`src/rtl/bridge_pkg.sv`:
```
// Shared definitions for the bridge transmit path: class and credit-flag
// indices, the gate state encoding and the per-class eligibility helper.
package bridge_pkg;

    localparam int CLS_P   = 0;
    localparam int CLS_NP  = 1;
    localparam int CLS_CPL = 2;

    localparam int FC_PH   = 0;
    localparam int FC_PD   = 1;
    localparam int FC_NPH  = 2;
    localparam int FC_NPD  = 3;
    localparam int FC_CPLH = 4;
    localparam int FC_CPLD = 5;

    typedef enum logic [1:0] {
        IDLE   = 2'd0,
        GRANT  = 2'd1,
        SETTLE = 2'd2
    } state_t;

    // A class may go only if its header credit, and data credit when it
    // carries a payload, are both flagged available on a live link.
    function automatic logic [2:0] cls_eligible(
        input logic [2:0] req,
        input logic [5:0] fc,
        input logic [2:0] has_data,
        input logic       link_up
    );
        logic [2:0] v;
        v[CLS_P]   = req[CLS_P]   & fc[FC_PH]   & (~has_data[CLS_P]   | fc[FC_PD]);
        v[CLS_NP]  = req[CLS_NP]  & fc[FC_NPH]  & (~has_data[CLS_NP]  | fc[FC_NPD]);
        v[CLS_CPL] = req[CLS_CPL] & fc[FC_CPLH] & (~has_data[CLS_CPL] | fc[FC_CPLD]);
        return v & {3{link_up}};
    endfunction

    function automatic logic [1:0] next_cls(input logic [1:0] c);
        return (c >= 2'd2) ? 2'd0 : c + 2'd1;
    endfunction

endpackage

```
`src/rtl/bridge_rr_arb.sv`:
```
// Three-way round-robin picker: combinational one-hot select starting at the
// registered pointer, which moves past the winner when a grant is taken.
module bridge_rr_arb
    import bridge_pkg::*;
(
    input  logic       i_clk,
    input  logic       i_rst,
    input  logic [2:0] i_req,
    input  logic       i_advance,
    output logic [2:0] o_sel
);

    logic [1:0] r_ptr;
    logic [1:0] w_ptr_nx;
    logic [1:0] w_idx;
    logic       w_found;

    // First requesting class at or after the pointer, walking 0->1->2->0.
    always_comb begin
        o_sel    = 3'b000;
        w_ptr_nx = r_ptr;
        w_found  = 1'b0;
        w_idx    = r_ptr;
        for (int k = 0; k < 3; k++) begin
            if (!w_found && (w_idx != 2'd3) && i_req[w_idx]) begin
                o_sel[w_idx] = 1'b1;
                w_found      = 1'b1;
                w_ptr_nx     = next_cls(w_idx);
            end else begin
                w_found = w_found;
            end
            w_idx = next_cls(w_idx);
        end
    end

    // Pointer register.
    always_ff @(posedge i_clk) begin
        if (i_rst) begin
            r_ptr <= 2'd0;
        end else if (i_advance) begin
            r_ptr <= w_ptr_nx;
        end else begin
            r_ptr <= r_ptr;
        end
    end

endmodule

```
`src/rtl/bridge_tx_gate.sv`:
```
// Transmit credit gate: grants one TLP class at a time against the flow-credit
// flags, tracks its beats, then settles so the flags can refresh.
module bridge_tx_gate
    import bridge_pkg::*;
#(
    parameter int BEAT_W      = 10,
    parameter int SETTLE_CYC  = 4,
    parameter int STALL_LIMIT = 1023
) (
    input  logic                Gate_CLK,
    input  logic                Gate_RST,
    input  logic                Gate_Link_Up,
    input  logic [5:0]          Gate_Tx_FC,
    input  logic [2:0]          Gate_Req,
    input  logic [2:0]          Gate_Has_Data,
    input  logic [3*BEAT_W-1:0] Gate_Beats,
    input  logic                Gate_Beat_Ack,
    output logic [2:0]          Gate_Grant,
    output logic                Gate_Busy,
    output logic                Gate_Done,
    output logic                Gate_Abort,
    output logic                Gate_Stall
);

    localparam int SET_W   = (SETTLE_CYC > 1) ? $clog2(SETTLE_CYC) : 1;
    localparam int STALL_W = $clog2(STALL_LIMIT + 1);
    localparam logic [SET_W-1:0]   SET_LAST  = SET_W'(SETTLE_CYC - 1);
    localparam logic [STALL_W-1:0] STALL_MAX = STALL_W'(STALL_LIMIT);
    localparam logic [BEAT_W-1:0]  BEAT_ONE  = BEAT_W'(1);
    localparam logic [BEAT_W-1:0]  BEAT_ZERO = {BEAT_W{1'b0}};

    state_t               r_state;
    state_t               w_next_state;
    logic [2:0]           w_elig;
    logic [2:0]           w_sel;
    logic                 w_take;
    logic                 w_last_ack;
    logic [BEAT_W-1:0]    w_beats_sel;
    logic [BEAT_W-1:0]    w_beats_load;
    logic [BEAT_W-1:0]    r_beat_cnt;
    logic [SET_W-1:0]     r_set_cnt;
    logic [STALL_W-1:0]   r_stall_cnt;
    logic [STALL_W-1:0]   w_stall_cnt_nx;
    logic [2:0]           w_grant_nx;
    logic                 w_done_nx;
    logic                 w_abort_nx;
    logic [2:0]           r_grant;
    logic                 r_busy;
    logic                 r_done;
    logic                 r_abort;
    logic                 r_stall;

    assign w_elig     = cls_eligible(Gate_Req, Gate_Tx_FC, Gate_Has_Data, Gate_Link_Up);
    assign w_take     = (r_state == IDLE) && (w_elig != 3'b000);
    // A link drop in the same cycle as the final ack takes priority.
    assign w_last_ack = Gate_Link_Up && Gate_Beat_Ack && (r_beat_cnt == BEAT_ONE);

    bridge_rr_arb u_arb (
        .i_clk     (Gate_CLK),
        .i_rst     (Gate_RST),
        .i_req     (w_elig),
        .i_advance (w_take),
        .o_sel     (w_sel)
    );

    // Beat count of the selected class; zero-length packets count as one beat.
    always_comb begin
        case (w_sel)
            3'b001:  w_beats_sel = Gate_Beats[CLS_P   * BEAT_W +: BEAT_W];
            3'b010:  w_beats_sel = Gate_Beats[CLS_NP  * BEAT_W +: BEAT_W];
            3'b100:  w_beats_sel = Gate_Beats[CLS_CPL * BEAT_W +: BEAT_W];
            default: w_beats_sel = BEAT_ZERO;
        endcase
        if (w_beats_sel == BEAT_ZERO) begin
            w_beats_load = BEAT_ONE;
        end else begin
            w_beats_load = w_beats_sel;
        end
    end

    // State register.
    always_ff @(posedge Gate_CLK) begin
        if (Gate_RST) begin
            r_state <= IDLE;
        end else begin
            r_state <= w_next_state;
        end
    end

    // Next-state decision.
    always_comb begin
        w_next_state = r_state;
        case (r_state)
            IDLE: begin
                if (w_take) begin
                    w_next_state = GRANT;
                end else begin
                    w_next_state = IDLE;
                end
            end
            GRANT: begin
                if (!Gate_Link_Up) begin
                    w_next_state = IDLE;
                end else if (w_last_ack) begin
                    w_next_state = SETTLE;
                end else begin
                    w_next_state = GRANT;
                end
            end
            SETTLE: begin
                if (r_set_cnt == SET_LAST) begin
                    w_next_state = IDLE;
                end else begin
                    w_next_state = SETTLE;
                end
            end
            default: w_next_state = IDLE;
        endcase
    end

    // Next values of the registered outputs.
    always_comb begin
        w_done_nx  = (r_state == GRANT) && w_last_ack;
        w_abort_nx = (r_state == GRANT) && !Gate_Link_Up;
        case (r_state)
            IDLE:   w_grant_nx = w_sel;
            GRANT: begin
                if (!Gate_Link_Up || w_last_ack) begin
                    w_grant_nx = 3'b000;
                end else begin
                    w_grant_nx = r_grant;
                end
            end
            SETTLE:  w_grant_nx = 3'b000;
            default: w_grant_nx = 3'b000;
        endcase
    end

    // Stall counter: only credit blocking in IDLE advances it.
    always_comb begin
        w_stall_cnt_nx = r_stall_cnt;
        if (!Gate_Link_Up || (Gate_Req == 3'b000) || w_take) begin
            w_stall_cnt_nx = {STALL_W{1'b0}};
        end else if ((r_state == IDLE) && (r_stall_cnt != STALL_MAX)) begin
            w_stall_cnt_nx = r_stall_cnt + STALL_W'(1);
        end else begin
            w_stall_cnt_nx = r_stall_cnt;
        end
    end

    // Beat, settle and stall counters.
    always_ff @(posedge Gate_CLK) begin
        if (Gate_RST) begin
            r_beat_cnt  <= BEAT_ZERO;
            r_set_cnt   <= {SET_W{1'b0}};
            r_stall_cnt <= {STALL_W{1'b0}};
        end else begin
            r_stall_cnt <= w_stall_cnt_nx;
            case (r_state)
                IDLE: begin
                    r_set_cnt <= {SET_W{1'b0}};
                    if (w_take) begin
                        r_beat_cnt <= w_beats_load;
                    end else begin
                        r_beat_cnt <= r_beat_cnt;
                    end
                end
                GRANT: begin
                    r_set_cnt <= {SET_W{1'b0}};
                    if (Gate_Link_Up && Gate_Beat_Ack) begin
                        r_beat_cnt <= r_beat_cnt - BEAT_ONE;
                    end else begin
                        r_beat_cnt <= r_beat_cnt;
                    end
                end
                SETTLE: begin
                    r_set_cnt  <= r_set_cnt + SET_W'(1);
                    r_beat_cnt <= r_beat_cnt;
                end
                default: begin
                    r_set_cnt  <= {SET_W{1'b0}};
                    r_beat_cnt <= BEAT_ZERO;
                end
            endcase
        end
    end

    // Output registers.
    always_ff @(posedge Gate_CLK) begin
        if (Gate_RST) begin
            r_grant <= 3'b000;
            r_busy  <= 1'b0;
            r_done  <= 1'b0;
            r_abort <= 1'b0;
            r_stall <= 1'b0;
        end else begin
            r_grant <= w_grant_nx;
            r_busy  <= (w_next_state != IDLE);
            r_done  <= w_done_nx;
            r_abort <= w_abort_nx;
            r_stall <= (w_stall_cnt_nx == STALL_MAX);
        end
    end

    assign Gate_Grant = r_grant;
    assign Gate_Busy  = r_busy;
    assign Gate_Done  = r_done;
    assign Gate_Abort = r_abort;
    assign Gate_Stall = r_stall;

endmodule

```
`config.mk`:
```
export PLATFORM = sky130hd
export DESIGN_NAME = bridge_tx_gate
export DESIGN_NICKNAME = d
export VERILOG_FILES = /design/src/rtl/bridge_pkg.sv /design/src/rtl/bridge_rr_arb.sv /design/src/rtl/bridge_tx_gate.sv
export SDC_FILE = /design/constraint.sdc
export NUM_CORES = 1
export LEC_CHECK = 0
export CORE_UTILIZATION = 40
export DETAILED_ROUTE_END_ITERATION = 8
export PLACE_DENSITY = 0.78
export SLEW_MARGIN = 20
export SYNTH_ARGS = -nofsm -noshare
export SYNTH_HDL_FRONTEND = slang
export SYNTH_SLANG_ARGS = --single-unit
```
`constraint.sdc`:
```
create_clock -name Gate_CLK -period 3.9 [get_ports Gate_CLK]
set_input_delay 0.78 -clock Gate_CLK [delete_from_list [all_inputs] [get_ports Gate_CLK]]
set_output_delay 0.78 -clock Gate_CLK [all_outputs]
set_load 0.005 [all_outputs]
```
==> results_dict.tcl, run 1 <==
set metrics [dict create \
    post_cts_resized 0 \
    synth_cell_types 63 \
    critPathCaptureType "register" \
    peakVddDrop_mv 0.132 \
    p_seq_share_pct 42.3 \
    grt_max_degree 20 \
    first_pass_iters 4 \
    start_util_pct 42.7 \
    clkLatencyLatePin_ns 0.29 \
    vias 2362 \
    finalNetCount 382 \
    via_per_inst 5.86 \
    finalSetupTns_ns 0 \
    fin_util_pct 55.3 \
    clock-sinks 33 \
    fp.coreArea_sq_um 5270 \
    portBuffers 52 \
    synth_area_leaders "dfxtp_1, nor2_1, a22o_1, nand3_1, nand2_1" \
    max_stage_delay_ns 0.73 \
    p_sw_share_pct 29.5 \
    yosysSeqAreaShare_pct 29.3 \
    cts_root_buf "clkbuf_8" \
    holdCritPathClass "reg -> reg" \
    whs_ns 0.455 \
    syn_area_per_cell_sq_um 7.93 \
    synth_edf_count 0 \
    ant_nets 0 \
    antenna_found_initial 0 \
    die_area_sq_um 5930 \
    pwr-share-clk_pct 32.6 \
    path_clk_slew_ns 0.07 \
    cp_slowest_cell "clkdlybuf4s50_1" \
    n_antenna_cell 0 \
    drc 0 \
    ys_ff_latch 33 \
    synthCells 284 \
    p_int_w 0.000624 \
    min_to "r_set_cnt[0]" \
    syn_area_sq_um 2250 \
    regToRegSetupSlack_ns 1.67 \
    worstMarginPinSlew_ns 0.652 \
    ys_async_sr_fraction_pct 0 \
    yosysTopAreaCell "dfxtp_1" \
    worst-path-buf-inv 1 \
    place_hpwl_um 4620 \
    fillers 500 \
    setup_violations 0 \
    fp.dieW_um 77.0 \
    wl_per_cell_um 15.0 \
    path_cells "clkdlybuf4s50_1 > nand3_2 > or2_0 > a211oi_2 > a222oi_1 > o21ai_1 > a32o_1" \
    cap_violations 0 \
    drive_gt1_share_pct 9.61 \
    synth_top_area_share_pct 29.3 \
    place_congestion 0.974 \
    area_growth_pct 29.4 \
    critical_path.max_fanout 11 \
    grt_usage_pct 21.7 \
    power.share.combinational_pct 25.1 \
    whs_path_depth 1 \
    status "finished, final reports clean" \
    hold_viol_final 0 \
    start_kind "input pin" \
    cts_tree "built" \
    rows 26 \
    r2r_end "Gate_Stall" \
    worstRegToRegCells 7 \
    rsz0062_at_grt "no" \
    worstPathArrival_ns 3.16 \
    ios 53 \
    period_minus_slack_ns 2.93 \
    critical_path_class "in -> reg" \
    min_from "r_set_cnt[0]" \
    drt_first_iter_violations 160 \
    leakagePower_nw 1.01 \
    slew_violations 0 \
    max-slew-margin-rel_pct 56.4 \
    fin_crit_sh_pct 75.1 \
    post_cts_buffers 0 \
    reg2reg_from "r_state[0]" \
    die_h_um 77.0 \
    synthesis.nets 334 \
    powerDensity_nw_per_um2 304 \
    fmax_mhz 341 \
    ys_warn_count 0 \
    grt_pass1_vias 2249 \
    cts-buffers-inserted 5 \
    p_sw_w 0.000261 \
    holdBufCountCts 0 \
    finClkSkew_ns 0.00895 \
    wirelength_um 6040 \
    htreeDepth 2 \
    overflow 0 \
    grt_pass1_wl_um 10400 \
    cp.required_ns 4.13 \
    yosys_most_used_dff "dfxtp_1" \
    critPathTopFamily "compound AO/OA/AOI/OAI gates" \
    cts_buffer_depth 2 \
]
## cell usage after synthesis, types with 2 or more instances
cell type / count
nor2_1: 35
dfxtp_1: 33
nand2_1: 19
nand3_1: 15
a21oi_1: 13
nor3_1: 13
o21ai_0: 10
a211oi_1: 9
a22o_1: 9
and3_1: 7
inv_1: 7
xnor2_1: 7
a31oi_1: 6
clkbuf_1: 6
nor2b_1: 6
nor4_1: 6
nand2b_1: 5
a22oi_1: 4
and2_1: 4
buf_2: 4
ha_1: 4
or2_2: 4
a221oi_1: 3
buf_4: 3
o21a_1: 3
o31ai_1: 3
a211oi_2: 2
a311oi_1: 2
a41oi_1: 2
and2b_1: 2
nand3_2: 2
nor3b_1: 2
o211ai_1: 2
or3_1: 2
or4_4: 2
## power by group through the flow
stage | Sequential [W] | Combinational (W) | Clock (W)
4_1_cts | 0.000374 | 0.000220 | 0.000294
2_1_floorplan | 0.000372 | 0.000139 | 0
3_3_place_gp | 0.000381 | 0.000215 | 0
5_1_grt | 0.000377 | 0.000243 | 0.000311
3_5_place_dp | 0.000381 | 0.000218 | 0
6_report | 0.000375 | 0.000222 | 0.000289
## worst reg2reg max path, cell delays in order (launching register included)
cell and delay, ns:
dfxtp_1 0.70, nor2_1 0.17, buf_4 0.22, nor3_1 0.25, a31oi_2 0.15, a211oi_2 0.24
nand4b_1 0.14, nor4_1 0.26
## kinds of logic (layout without fill, tap and decap cells)
group | after synthesis | count (layout) | share of synthesized area (%)
and+or+nand+nor | 137 | 137 | 33.9
DFF | 33 | 33 | 29.3
xor gates and xnor gates | 8 | 8 | 3.11
AOI/OAI and AO/OA | 81 | 81 | 27.2
adders and majority gates | 4 | 4 | 2.22
buffers and inverters | 21 | 70 | 4.22
## area by class of cell
class                           instances  area, sq um  area share, %
Clock buffer                            7         96.3           3.30
Clock inverter                          1         5.00          0.172
Timing Repair Buffer                   55          543           18.6
Inverter                                7         26.3          0.901
Tap cell                               70         87.6           3.00
Sequential cell                        33          661           22.7
Multi-Input combinational cell        230         1500           51.3
## per-stage QoR
stage	cell area, sq um	setup slack, ns	total power, W	std cells
floorplan	2250	1.57	0.000512	284
global placement	2810	0.741	0.000596	395
detailed placement	2810	0.687	0.000600	395
CTS	2920	0.981	0.000888	403
global route	2920	0.788	0.000931	403
finish	2920	0.970	0.000886	403
## how the worst max path moves through the flow
stage	startpoint	endpoint	slack (ns)	cells after the start
2_1_floorplan	Gate_Link_Up	r_beat_cnt[9]	1.57	8
3_3_place_gp	Gate_Link_Up	r_beat_cnt[7]	0.74	7
3_5_place_dp	Gate_Link_Up	r_beat_cnt[7]	0.69	7
4_1_cts	Gate_Link_Up	r_beat_cnt[7]	0.98	7
5_1_grt	Gate_Link_Up	r_beat_cnt[9]	0.79	7
6_report	Gate_Link_Up	r_beat_cnt[9]	0.97	7
## flip-flops by register name, summed over array words and instances (netlist names)
register and count:
r_beat_cnt 10, r_state 2, Gate_Busy 1, Gate_Stall 1, u_arb.r_ptr 2, Gate_Done 1, r_stall_cnt 10, Gate_Abort 1
r_set_cnt 2, Gate_Grant 3
## metal layers
layer	global-route usage, %	vias up	share of wire [%]
met5	0	-	0
met4	10.2	0	1.9
met3	3.69	11	7.0
met2	34.6	99	45
met1	28.2	1091	46
li1	-	1161	-
## placed cells by master (no fill, tap or decap), drive strengths merged, types with 2 or more instances in the layout
| master | synthesis | final |
|---|---|---|
| clkdlybuf4s50 | 0 | 52 |
| nor2 | 37 | 37 |
| dfxtp | 33 | 33 |
| nand2 | 19 | 19 |
| nand3 | 18 | 18 |
| nor3 | 14 | 14 |
| a21oi | 13 | 13 |
| o21ai | 11 | 11 |
| a211oi | 11 | 11 |
| a22o | 9 | 9 |
| inv | 7 | 7 |
| and3 | 7 | 7 |
| xnor2 | 7 | 7 |
| clkbuf | 6 | 7 |
| a31oi | 7 | 7 |
| or2 | 7 | 7 |
| nor4 | 6 | 6 |
| nor2b | 6 | 6 |
| nand2b | 5 | 5 |
| and2 | 4 | 4 |
| a22oi | 4 | 4 |
| ha | 4 | 4 |
| o31ai | 3 | 3 |
| o21a | 3 | 3 |
| a221oi | 3 | 3 |
| buf | 8 | 3 |
| nor3b | 2 | 2 |
| and2b | 2 | 2 |
| or3 | 2 | 2 |
| o211ai | 2 | 2 |
| or4 | 2 | 2 |
| a41oi | 2 | 2 |
| a311oi | 2 | 2 |
| nor4b | 2 | 2 |
No activity file was read; power rests on OpenSTA's default activity.
==> inputs of run 2 (changes only) <==
PLACE_DENSITY = 0.81   (was 0.78)
clock period = 2.44 ns   (was 3.9 ns; I/O delays follow)
==> results_dict.tcl, run 2 (synthesis gave the netlist of run 1 again) <==
set metrics [dict create \
    cp_slowest_cell "clkdlybuf4s50_1" \
    cp.required_ns 2.62 \
    wl_per_cell_um 14.3 \
    rows 26 \
    cts_tree "built" \
    worstMarginPinSlew_ns 0.574 \
    critPathCaptureType "register" \
    cts_buffer_depth 2 \
    clkLatencyLatePin_ns 0.29 \
    fin_crit_sh_pct 93.4 \
    ios 53 \
    htreeDepth 2 \
    cp-startpoint "Gate_Tx_FC[5]" \
    first_pass_iters 4 \
    finalSetupTns_ns 0 \
    overflow 0 \
    antenna_found_initial 0 \
    critical_path_class "in -> reg" \
    clock-sinks 33 \
    fmax_mhz 439 \
    portBuffers 52 \
    rsz0062_at_grt "no" \
    regToRegSetupSlack_ns 0.31 \
    cts-buffers-inserted 5 \
    top_layer "met4" \
    start_util_pct 42.7 \
    vias 2481 \
    fp.coreArea_sq_um 5270 \
    hold_viol_final 0 \
    final_common_cell "clkdlybuf4s50_1" \
    worstPathArrival_ns 2.46 \
    max-slew-margin-rel_pct 61.2 \
    finalNetCount 403 \
    peakVddDrop_mv 0.239 \
    grt_max_degree 18 \
    place_hpwl_um 4830 \
    dr_wl_met3_um 389 \
    die_h_um 77.0 \
    start_kind "input pin" \
    layout_common_cells "clkdlybuf4s50_1, nor2_1, dfxtp_1" \
    wl_met1_um 2680 \
    reg2reg_from "r_beat_cnt[4]" \
    worstRegToRegCells 5 \
    drive_gt1_share_pct 15.0 \
    critical_path.max_fanout 11 \
    powerDensity_nw_per_um2 456 \
    status "finished, final reports clean" \
    period_minus_slack_ns 2.28 \
    cap_violations 0 \
    area_growth_pct 36.1 \
    drt_first_iter_violations 240 \
    via_per_inst 5.87 \
    finClkSkew_ns 0.0127 \
    drc 0 \
    max_stage_delay_ns 0.46 \
    grt_pass1_vias 2319 \
    path_cells "clkdlybuf4s50_1 > and2b_1 > nor4b_4 > a211oi_2 > buf_4 > a222oi_1 > o21ai_1 > a32o_1" \
    fp.dieW_um 77.0 \
    grt_usage_pct 20.8 \
    p_total_w 0.00140 \
    slew_violations 0 \
    ant_nets 0 \
    endpoint "r_beat_cnt[9]" \
    wl_met2_um 2910 \
    fin_util_pct 58.2 \
    grt_pass1_wl_um 10300 \
    n_antenna_cell 0 \
    setup_violations 0 \
    place_congestion 0.923 \
    cts_root_buf "clkbuf_8" \
    leakagePower_nw 1.11 \
    holdCritPathClass "reg -> reg" \
    r2r_end "Gate_Busy" \
    wirelength_um 6070 \
    path_clk_slew_ns 0.07 \
    die_area_sq_um 5930 \
]
## run 2: cell count changes in the layout (fill, tap and decap cells not counted)
cell	before	now
clkinvlp_4	0	1
dlymetal6s2s_1	0	1
clkdlybuf4s50_1	52	51
and2_2	0	1
clkinv_2	1	0
buf_4	3	24
clkbuf_8	7	6
and2_1	4	3
## run 2: worst max-delay path: cells and delay by family
kind / cells / cell delay (ns)
buffers and inverters: 2 / 0.65
AOI/OAI and AO/OA: 4 / 0.78
and+or+nand+nor: 2 / 0.54
## run 2: final cells by class
| cell class | count | area, sq um |
|---|---|---|
| clock buffer | 6 | 82.6 |
| clock inverter | 1 | 7.51 |
| fill | 496 | 2200 |
| inverter | 7 | 26.3 |
| multi-input combinational | 230 | 1500 |
| sequential | 33 | 661 |
| tap | 70 | 87.6 |
| timing repair buffer | 76 | 703 |
## run 2: where the power goes
part	total (W)	switching, W	internal, W
Combinational	0.000380	0.000180	0.000200
Sequential	0.000596	0.0000336	0.000563
Clock	0.000421	0.000198	0.000223
## run 2: per-layer routing
layer / track usage [%] / vias to the layer above
met4: 6.79 / 0
met1: 27.4 / 1160
met2: 34.4 / 111
met5: 0 / -
li1: - / 1200
met3: 3.45 / 10
## run 2: what timing repair did
| item | CTS | global route |
|---|---|---|
| hold buffers | 0 | 0 |
| setup endpoints to repair | 0 | 3 |
| resized for setup | 0 | 2 |
| buffers inserted | 0 | 0 |
## run 2: worst min-delay path by stage
stage,slack (ns),end,cells after the start,from
2_1_floorplan,0.41,r_set_cnt[0],1,r_set_cnt[0]
3_3_place_gp,0.43,r_set_cnt[0],1,r_set_cnt[0]
3_5_place_dp,0.44,r_set_cnt[0],1,r_set_cnt[0]
4_1_cts,0.45,r_set_cnt[0],1,r_set_cnt[0]
5_1_grt,0.48,r_set_cnt[0],1,r_set_cnt[0]
6_report,0.45,r_set_cnt[0],1,r_set_cnt[0]
## run 2: stage by stage
stage / hold slack [ns] / setup slack (ns) / cell area [sq um] / std cells
after floorplan: 0.408 / 0.403 / 2250 / 284
after global placement: 0.428 / -0.130 / 2970 / 416
after detailed placement: 0.445 / -0.209 / 2970 / 416
after CTS: 0.453 / 0.0972 / 3060 / 423
after global routing: 0.477 / 0.0120 / 3070 / 423
final: 0.448 / 0.161 / 3070 / 423
